`src/rtl/bcd_serial_adder.sv`:
```
// rtl/bcd_serial_adder.sv - packed-BCD adder/subtractor, one digit per clock, start/done handshake
// Optional input digit validation enabled by defining BCD_CHECK_EN.
module bcd_serial_adder #(
  parameter int DIGITS = 4
) (
  input  logic                  clk,
  input  logic                  rst,
  input  logic                  start,
  input  logic                  sub,
  input  logic [4*DIGITS-1:0]   a,
  input  logic [4*DIGITS-1:0]   b,
  output logic                  busy,
  output logic                  done,
  output logic [4*DIGITS-1:0]   sum,
  output logic                  cout,
  output logic                  invalid
);

  localparam int W  = 4 * DIGITS;
  localparam int IW = (DIGITS > 1) ? $clog2(DIGITS) : 1;
  localparam logic [IW-1:0] LAST = IW'(DIGITS - 1);

  typedef enum logic [1:0] {IDLE, RUN, DONE} state_t;

  state_t        state, state_nx;
  logic          load;
  logic          last;
  logic [IW-1:0] idx;
  logic          carry;
  logic          sub_r;
  logic [W-1:0]  a_sh;
  logic [W-1:0]  b_sh;
  logic [W-1:0]  acc;
  logic [W-1:0]  acc_nx;
  logic [3:0]    b_digit;
  logic [4:0]    t;
  logic [3:0]    digit;
  logic          carry_nx;

  always_ff @(posedge clk) begin
    if (rst) state <= IDLE;
    else     state <= state_nx;
  end

  assign last = (idx == LAST);

  // A start in the DONE cycle is accepted so results can stream back to back.
  always_comb begin
    state_nx = state;
    busy     = 1'b0;
    done     = 1'b0;
    load     = 1'b0;
    case (state)
      IDLE: begin
        if (start) begin
          load     = 1'b1;
          state_nx = RUN;
        end
      end
      RUN: begin
        busy = 1'b1;
        if (last) state_nx = DONE;
      end
      DONE: begin
        done = 1'b1;
        if (start) begin
          load     = 1'b1;
          state_nx = RUN;
        end else begin
          state_nx = IDLE;
        end
      end
      default: state_nx = IDLE;
    endcase
  end

  // Subtraction adds the nines' complement of B with an initial carry of one.
  always_comb begin
    b_digit  = sub_r ? (4'd9 - b_sh[3:0]) : b_sh[3:0];
    t        = {1'b0, a_sh[3:0]} + {1'b0, b_digit} + {4'd0, carry};
    carry_nx = (t > 5'd9);
    digit    = carry_nx ? (t[3:0] + 4'd6) : t[3:0];
  end

  generate
    if (DIGITS == 1) begin : g_one
      assign acc_nx = digit;
    end else begin : g_many
      assign acc_nx = {digit, acc[W-1:4]};
    end
  endgenerate

  always_ff @(posedge clk) begin
    if (rst) begin
      idx   <= '0;
      carry <= 1'b0;
      sub_r <= 1'b0;
      a_sh  <= '0;
      b_sh  <= '0;
      acc   <= '0;
      sum   <= '0;
      cout  <= 1'b0;
    end else if (load) begin
      idx   <= '0;
      carry <= sub;
      sub_r <= sub;
      a_sh  <= a;
      b_sh  <= b;
      acc   <= '0;
    end else if (busy) begin
      a_sh  <= a_sh >> 4;
      b_sh  <= b_sh >> 4;
      acc   <= acc_nx;
      carry <= carry_nx;
      if (last) begin
        sum  <= acc_nx;
        cout <= carry_nx;
      end else begin
        idx <= idx + 1'b1;
      end
    end
  end

`ifdef BCD_CHECK_EN
  logic inv_acc;
  logic inv_nx;

  assign inv_nx = inv_acc | (a_sh[3:0] > 4'd9) | (b_sh[3:0] > 4'd9);

  always_ff @(posedge clk) begin
    if (rst) begin
      inv_acc <= 1'b0;
      invalid <= 1'b0;
    end else if (load) begin
      inv_acc <= 1'b0;
    end else if (busy) begin
      inv_acc <= inv_nx;
      if (last) invalid <= inv_nx;
    end
  end
`else
  assign invalid = 1'b0;
`endif

endmodule

```
`config.mk`:
```
export PLATFORM = sky130hd
export DESIGN_NAME = bcd_serial_adder
export DESIGN_NICKNAME = d
export VERILOG_FILES = /design/src/rtl/bcd_serial_adder.sv
export SDC_FILE = /design/constraint.sdc
export NUM_CORES = 1
export LEC_CHECK = 0
export BUFFER_PORTS_ARGS = -buffer_cell sky130_fd_sc_hd__buf_2
export CAP_MARGIN = 30
export CORE_MARGIN = 8
export CORE_UTILIZATION = 35
export DETAILED_ROUTE_END_ITERATION = 16
export PLACE_DENSITY = 0.63
export SLEW_MARGIN = 5
export SYNTH_ARGS = -nofsm -noshare
export SYNTH_HDL_FRONTEND = slang
export SYNTH_SLANG_ARGS = --single-unit
```
`constraint.sdc`:
```
create_clock -name clk -period 4.7 [get_ports clk]
set_input_delay 0.235 -clock clk [delete_from_list [all_inputs] [get_ports clk]]
set_output_delay 0.235 -clock clk [all_outputs]
set_load 0.005 [all_outputs]
```
Word-level counts from Yosys, hierarchy flattened. Cells that the tools add are included.

Bits in registers: 71. Input port bits: 36. Output and inout port bits: 20. Logic and storage cells: 45.

Add/sub/neg operators: 5. $lt $le $gt $ge: 1. Equality and inequality tests: 5. Muxes and demuxes: 16. Bitwise logic cells: 2. Reductions and logical operators: 7.

Operator list (count): two-way mux 16 bit (4); two-way mux 4 bit (2); two-way mux 1 bit (7); case mux 2 bit (3 select lines) (1); adder 4 x 4 -> 5 bit (1); adder 5 x 1 -> 5 bit (1); greater-than comparator 5 x 4 -> 1 bit (second input constant) (1); adder 4 x 3 -> 4 bit (second input constant) (1); == test 2 bit (second input constant) (2); two-way mux 2 bit (2); inequality test 2 bit (second input constant) (2); AND reduction 2 bit (2); OR reduction 2 bit (2); subtractor 4 bit (first input constant) (1); AND reduction 3 bit (1); adder 2 x 1 -> 2 bit (second input constant) (1); == test 2 x 1 -> 1 bit (second input constant) (1); zero test 2 bit (1); NOT 1 bit (2); nonzero test 2 bit (1).

Longest topological paths before layout. Gate-level depths: netlist of run 1.

Depth after elaboration: 7. Mapped depth: 13. Gate-level depth less buffers: 13.

Worst setup path after synthesis of run 1. No wires, ideal clock.

Path type: register to register. Start: register b_sh[1]. End: register acc[15]. Setup time: 0.139 ns. Arrival time: 2.356 ns. Required time: 4.561 ns. Slack: 2.205 ns. Stages on the path, launching flop included: 14. Buffers on the path: 0. Clock period less this slack: 2.495 ns. Cells stage by stage: dfxtp_1 inv_1 ha_1 nand2_1 o21ai_0 ha_1 xor2_1 inv_1 ha_1 nand2_1 o31a_1 nor2_1 o41ai_1 a211oi_1.

Word-level cells in the longest chain between the ends: 6. Elaborated cells between the ends (all ways): 7. Those cells by class: 4 x add/sub; 1 x order compare; 2 x mux.

Ends and longest elaborated chain: start: declaration (line 32) `logic [W-1:0] b_sh;`; start signal: assignment (line 112) `b_sh <= b_sh >> 4;`; subtractor 4 bit (line 79) `b_digit = sub_r ? (4'd9 - b_sh[3:0]) : b_sh[3:0];`; two-way mux 4 bit (*) (line 79); adder 4 x 4 -> 5 bit (*) (line 80) `t = {1'b0, a_sh[3:0]} + {1'b0, b_digit} + {4'd0, carry};`; adder 5 x 1 -> 5 bit (*) (line 80); adder 4 x 3 -> 4 bit or greater-than comparator 5 x 4 -> 1 bit (tied branches) (line 82, 81); two-way mux 4 bit (*) (line 82) `digit = carry_nx ? (t[3:0] + 4'd6) : t[3:0];`; end signal: assignment (line 113) `acc <= acc_nx;`; end: declaration (line 33) `logic [W-1:0] acc;`.

Mark *: on every way between the ends. The rest lies on a longest branch, timed or not. A chain may end at the register's enable or synchronous reset.

Worst setup path after layout of run 1.
Start: register b_sh[1]. End: register sum[15].

Word-level cells in the longest chain between the ends: 6. Elaborated cells between the ends (all ways): 7. Those cells by class: 4 x add/sub; 1 x order compare; 2 x mux.

Ends and longest elaborated chain: subtractor 4 bit (line 79); two-way mux 4 bit (*) (line 79); adder 4 x 4 -> 5 bit (*) (line 80); adder 5 x 1 -> 5 bit (*) (line 80); adder 4 x 3 -> 4 bit or greater-than comparator 5 x 4 -> 1 bit (tied branches) (line 82, 81); two-way mux 4 bit (*) (line 82); end signal: assignment (line 116) `sum <= acc_nx;`; end: declaration (line 14) `output logic [4*DIGITS-1:0] sum,`.

Marks and branches as above.

==> results.yml, run 1 <==
global_route:
  grt_usage: 0.116
  grt_max_degree: 55
  grt_pass1_wl_um: 10600
  grt_antenna_before_repair: 0
  grt-ovfl-total: 0
  grt_pass1_vias: 2384
pwr:
  report.power.total_uw: 1210
  power-per-cell-area_nw_per_um2: 370
  ir_drop_v: 0.000195
  leakage_uw: 0.00128
synth:
  synth-seq-cells: 67
  yosysUniqueCellTypes: 37
  syn_area_um2: 2760
  yosysSeqAreaShare: 0.486
  syn_area_per_cell_um2: 8.32
  syn-num-nets: 376
  async_flop_share: 0
  ys_dominant_reg_cell: "dfxtp_1"
  synth_edf_count: 0
  syn-instance-count: 332
  yosys_warnings: 0
clock_network:
  htreeDepth: 3
  ctsResizeCount: 0
  holdBufCountCts: 0
  cts.clk_slew.worst_paths_ps: 70
  cts_setup_buffers: 0
  cts_tree: "done"
  root_buffer: "clkbuf_8"
  cts.sinks: 67
  worstSkewPairLatency_ps: 340
  cts_buffers: 9
  clockBufferDepth: 2
floorplanning:
  initial_utilization: 0.359
  ios: 56
  rows: 32
  die_area_um2: 11000
  dieHeight_um: 105
  dieWidth_um: 105
  coreArea_um2: 7690
worst_setup_path:
  crit_top_cell: "ha_1"
  crit_path_max_incr_delay_ps: 410
  cp_max_fo: 4
  required_ps: 4880
  cp_slowest_cell: "o41ai_1"
  path_buf_inv: 2
  critPathKind: "register to register"
  crit_arrival_ps: 3030
  cp-end-kind: "register"
  r2r_start: "b_sh[1]$_SDFFE_PP0P_"
  r2r_setup_slack_ps: 1850
  r2r.worst_path.cells: 13
  crit_family: "adder cells"
  path_cells: "inv_1 > ha_1 > nand2_1 > o21ai_0 > ha_1 > xor2_1 > inv_1 > ha_1 > nand2_1 > o31a_1 > nor2_1 > o41ai_1 > a211oi_1"
  worstReg2RegEnd: "sum[15]$_SDFFE_PP0P_"
  crit_path_start_kind: "register"
hold_path:
  hold_path_depth: 3
  min-delay-start: "b[12]"
  min_path_type: "primary input to register"
  holdPathEnd: "b_sh[12]$_SDFFE_PP0P_"
timing:
  rsz0062_at_grt: "false"
  period_share: 0.607
  finalSetupViolations: 0
  fin_setup_tns_ps: 0
  skew_ps: 9.81
  drv_slew: 0
  worstMarginPinSlew_ps: 990
  finalCriticalPeriod_ps: 2850
  final_hold_viol_count: 0
  fmax_mhz: 351
  slew_headroom: 0.340
drt:
  drcViolationCount: 0
  firstDrtPassIters: 4
  drt_iter0_drc: 122
  wire_per_inst_um: 12.8
  ant_nets: 0
  vias_per_cell: 4.92
  wl_um: 6150
  vias: 2365
final_layout:
  syn2layout_area_growth_pct: 18.0
  fin_nets: 418
  antennaDiodeCount: 0
  drive_above_1_share: 0.201
  fillCellCount: 809
place:
  dp.final_hpwl_um: 4300
  gp_congestion: 0.777
  port_buffers: 54
run:
  cap_violations: 0
outcome:
  outcome: "completed"
## cell type report
cell class,instances,area (um^2),share of cell area
Clock buffer,12,155,0.0476
Sequential cell,67,1340,0.412
Clock inverter,4,25.0,0.00768
Tap cell,102,128,0.0392
Multi-Input combinational cell,231,1290,0.396
Inverter,9,33.8,0.0104
Timing Repair Buffer,56,285,0.0876
## sequential cells by signal (all words and copies together), names as in the netlist, 2 cells and up
name,count
a_sh,16
acc,12
b_sh,16
idx,2
state,2
sum,16
## worst min-delay path, cell delays in order
cell	delay (ps)
buf_2	80
a22oi_1	60
nor2_1	70
## synth_stat cells (3+ instances only)
| cell | count | area share |
|---|---|---|
| buf_2 | 3 | 0.0054 |
| a22oi_1 | 33 | 0.090 |
| a31oi_1 | 3 | 0.0068 |
| buf_1 | 3 | 0.0041 |
| a211oi_1 | 6 | 0.016 |
| nand2_1 | 75 | 0.10 |
| dfxtp_1 | 67 | 0.49 |
| xnor2_1 | 3 | 0.0095 |
| inv_1 | 8 | 0.011 |
| nor2_1 | 24 | 0.033 |
| clkbuf_1 | 18 | 0.024 |
| a21oi_1 | 49 | 0.089 |
| o21ai_0 | 3 | 0.0054 |
| ha_1 | 6 | 0.027 |
## stage by stage
step / cells / setup WS [ps] / cell area [um^2] / hold slack (ps) / utilization
2_1_floorplan: 332 / 2200 / 2760 / 394 / -
3_3_place_gp: 465 / 1920 / 3080 / 443 / 0.400
3_5_place_dp: 465 / 1850 / 3080 / 444 / 0.400
4_1_cts: 481 / 1840 / 3260 / 134 / 0.424
5_1_grt: 481 / 1600 / 3260 / 142 / 0.424
6_report: 481 / 1850 / 3260 / 145 / 0.424
## layout by cell type, fill, tap and decap left out, types with 2 or more instances in the layout
master / netlist / routed
nand2_1: 75 / 75
dfxtp_1: 67 / 67
buf_2: 3 / 54
a21oi_1: 49 / 49
a22oi_1: 33 / 33
nor2_1: 24 / 23
clkbuf_8: 0 / 11
inv_1: 8 / 8
a211oi_1: 6 / 6
ha_1: 6 / 6
xnor2_1: 3 / 3
o21ai_0: 3 / 3
a31oi_1: 3 / 3
nand2b_1: 2 / 2
a21o_1: 2 / 2
o31a_1: 2 / 2
o31ai_1: 2 / 2
nor3_1: 2 / 2
o211ai_1: 2 / 2
fa_1: 2 / 2
clkinvlp_4: 0 / 2
clkinv_2: 0 / 2
buf_4: 1 / 2
## worst max path at each step
stage,depth (start not counted),endpoint,startpoint
after floorplan,13,acc[15]$_SDFFE_PP0P_,b_sh[1]$_SDFFE_PP0P_
after global placement,13,sum[15]$_SDFFE_PP0P_,b_sh[1]$_SDFFE_PP0P_
after detailed placement,13,sum[15]$_SDFFE_PP0P_,b_sh[1]$_SDFFE_PP0P_
after CTS,13,sum[15]$_SDFFE_PP0P_,b_sh[1]$_SDFFE_PP0P_
after global routing,13,sum[15]$_SDFFE_PP0P_,b_sh[1]$_SDFFE_PP0P_
final,13,sum[15]$_SDFFE_PP0P_,b_sh[1]$_SDFFE_PP0P_
## logic make-up (layout without fill, tap and decap cells)
group           after synthesis  count (layout)  share of synthesized area
flops                        67              67                      0.486
other cells                   1               1                    0.00136
xor+xnor                      4               4                     0.0127
mux                           1               1                    0.00362
fa+ha+maj                     8               8                     0.0417
simple gates                110             110                      0.160
buf+inv                      34              81                     0.0489
compound gates              107             107                      0.246
## power by group
part	switching, uW	total [uW]	internal (uW)
Combinational	106	172	66.2
Clock	209	427	218
Sequential	14.8	607	592
Total	330	1210	877
## per-layer routing
metal  global-route usage  vias up  wire (um)
li1                     -     1235          -
met1                0.142     1066       3050
met2                0.176       55       2720
met3               0.0485        9        286
met4               0.0510        0         95
met5                    0        -          0
(Power assumes the default switching activity.)
==> run 2, diff against run 1 <==
==> constraint.sdc (replaced) <==
create_clock -name clk -period 2.9 [get_ports clk]
set_input_delay 0.145 -clock clk [delete_from_list [all_inputs] [get_ports clk]]
set_output_delay 0.145 -clock clk [all_outputs]
set_load 0.005 [all_outputs]
==> results.yml, run 2 (synthesized netlist as in run 1, its figures left out) <==
outcome:
  outcome: "completed"
timing:
  final_hold_viol_count: 0
  finalSetupViolations: 0
  worstMarginPinSlew_ps: 644
  hold_ws_ps: 42.7
  fin_setup_tns_ps: 0
  layout_setup_ws_ps: 237
  skew_ps: 12.9
  slew_headroom: 0.570
  fmax_mhz: 375
  finalCriticalPeriod_ps: 2660
  period_share: 0.918
  drv_slew: 0
  rsz0062_at_grt: "false"
run:
  cap_violations: 0
global_route:
  grt_antenna_before_repair: 0
  grt_max_degree: 54
  grt_usage: 0.126
  grt_pass1_wl_um: 11500
  grt-ovfl-total: 0
  grt_pass1_vias: 2511
final_layout:
  final_common_cell: "nand2_1"
  drive_above_1_share: 0.227
  fin_nets: 423
  regArea_um2: 1340
  fillCellCount: 797
  top_regs: "a_sh: 16 flops, b_sh: 16 flops, sum: 16 flops"
  multiInputGateArea_um2: 1330
  layout_common_cells: "75 x nand2_1, 66 x dfxtp_1, 54 x buf_2"
  final_area_um2: 3370
  antennaDiodeCount: 0
  syn2layout_area_growth_pct: 22.0
worst_setup_path:
  cp-end-kind: "register"
  cp_max_fo: 4
  required_ps: 3170
  crit_path_start_kind: "register"
  r2r.worst_path.cells: 13
  critPathKind: "register to register"
  crit_path_end: "acc[14]$_SDFFE_PP0P_"
  r2r_setup_slack_ps: 240
  crit_arrival_ps: 2940
  r2r_start: "b_sh[1]$_SDFFE_PP0P_"
  worstReg2RegEnd: "acc[14]$_SDFFE_PP0P_"
  cp-startpoint: "b_sh[1]$_SDFFE_PP0P_"
place:
  dp.final_hpwl_um: 4440
  place_ws_ps: 54.7
  port_buffers: 54
  place_area_um2: 3110
  gp_congestion: 0.793
drt:
  firstDrtPassIters: 4
  ant_nets: 0
  vias: 2426
  vias_per_cell: 5.00
  drt_iter0_drc: 152
  wl_um: 6500
  wire_per_inst_um: 13.4
  drcViolationCount: 0
clock_network:
  htreeDepth: 3
  root_buffer: "clkbuf_8"
  cts_buffers: 9
  holdBufCountCts: 0
  cts.sinks: 67
  cts.clk_slew.worst_paths_ps: 80
  worstSkewPairLatency_ps: 350
  cts_tree: "done"
  clockBufferDepth: 2
hold_path:
  min_path_type: "primary input to register"
floorplanning:
  initial_utilization: 0.359
  dieHeight_um: 105
  dieWidth_um: 105
  coreArea_um2: 7690
  rows: 32
  die_area_um2: 11000
  ios: 56
pwr:
  leakage_uw: 0.00131
  power-per-cell-area_nw_per_um2: 633
  report.power.total_uw: 2130
  ir_drop_v: 0.000300
[run 2: timing repair]
| item | in CTS | in global routing |
|---|---|---|
| buffers inserted | 0 | 1 |
| gates resized for setup | 0 | 7 |
| endpoints found under the hold margin | 0 | 0 |
| setup endpoints to repair | 0 | 6 |
[run 2: worst min path at each step]
stage,slack (ps),startpoint,cells after the start,endpoint
after floorplan,300,sub,2,sub_r$_SDFFE_PP0P_
after global placement,390,b[13],3,b_sh[13]$_SDFFE_PP0P_
after detailed placement,400,b[13],3,b_sh[13]$_SDFFE_PP0P_
after CTS,30,b[13],3,b_sh[13]$_SDFFE_PP0P_
after global routing,40,b[12],3,b_sh[12]$_SDFFE_PP0P_
final,40,b[13],3,b_sh[13]$_SDFFE_PP0P_
[run 2: layout make-up]
type | instances | share of cell area
well taps | 102 | 0.0379
clock inverters | 6 | 0.0271
flip-flops and latches | 67 | 0.399
multi-input cells | 231 | 0.394
repair buffers | 61 | 0.0958
inverters | 9 | 0.0100
clock buffers | 9 | 0.0368
[run 2: critical path, stage by stage, from the launching register on]
cell	delay, ps
dfxtp_2	370
inv_1	60
ha_1	270
nand2_1	60
o21ai_0	80
ha_2	400
xor2_4	190
inv_1	70
ha_1	240
nand2_1	100
o31ai_1	130
o31ai_1	320
o211ai_1	140
a21oi_1	150
[run 2: metrics by stage]
stage / std cells / util
2_1_floorplan: 332 / -
3_3_place_gp: 469 / 0.404
3_5_place_dp: 469 / 0.404
4_1_cts: 484 / 0.432
5_1_grt: 485 / 0.438
6_report: 485 / 0.438
[run 2: where the power goes]
| group | total [uW] | internal, uW | switching (uW) |
|---|---|---|---|
| clock | 843 | 480 | 363 |
| combinational | 305 | 120 | 184 |
| sequential | 984 | 959 | 24.3 |
[run 2: metal layers]
layer	wire length (um)	global-route usage	vias up
li1	-	-	1241
met2	2870	0.193	75
met3	467	0.0448	9
met4	102	0.0652	0
met1	3060	0.152	1101
met5	0	0	-
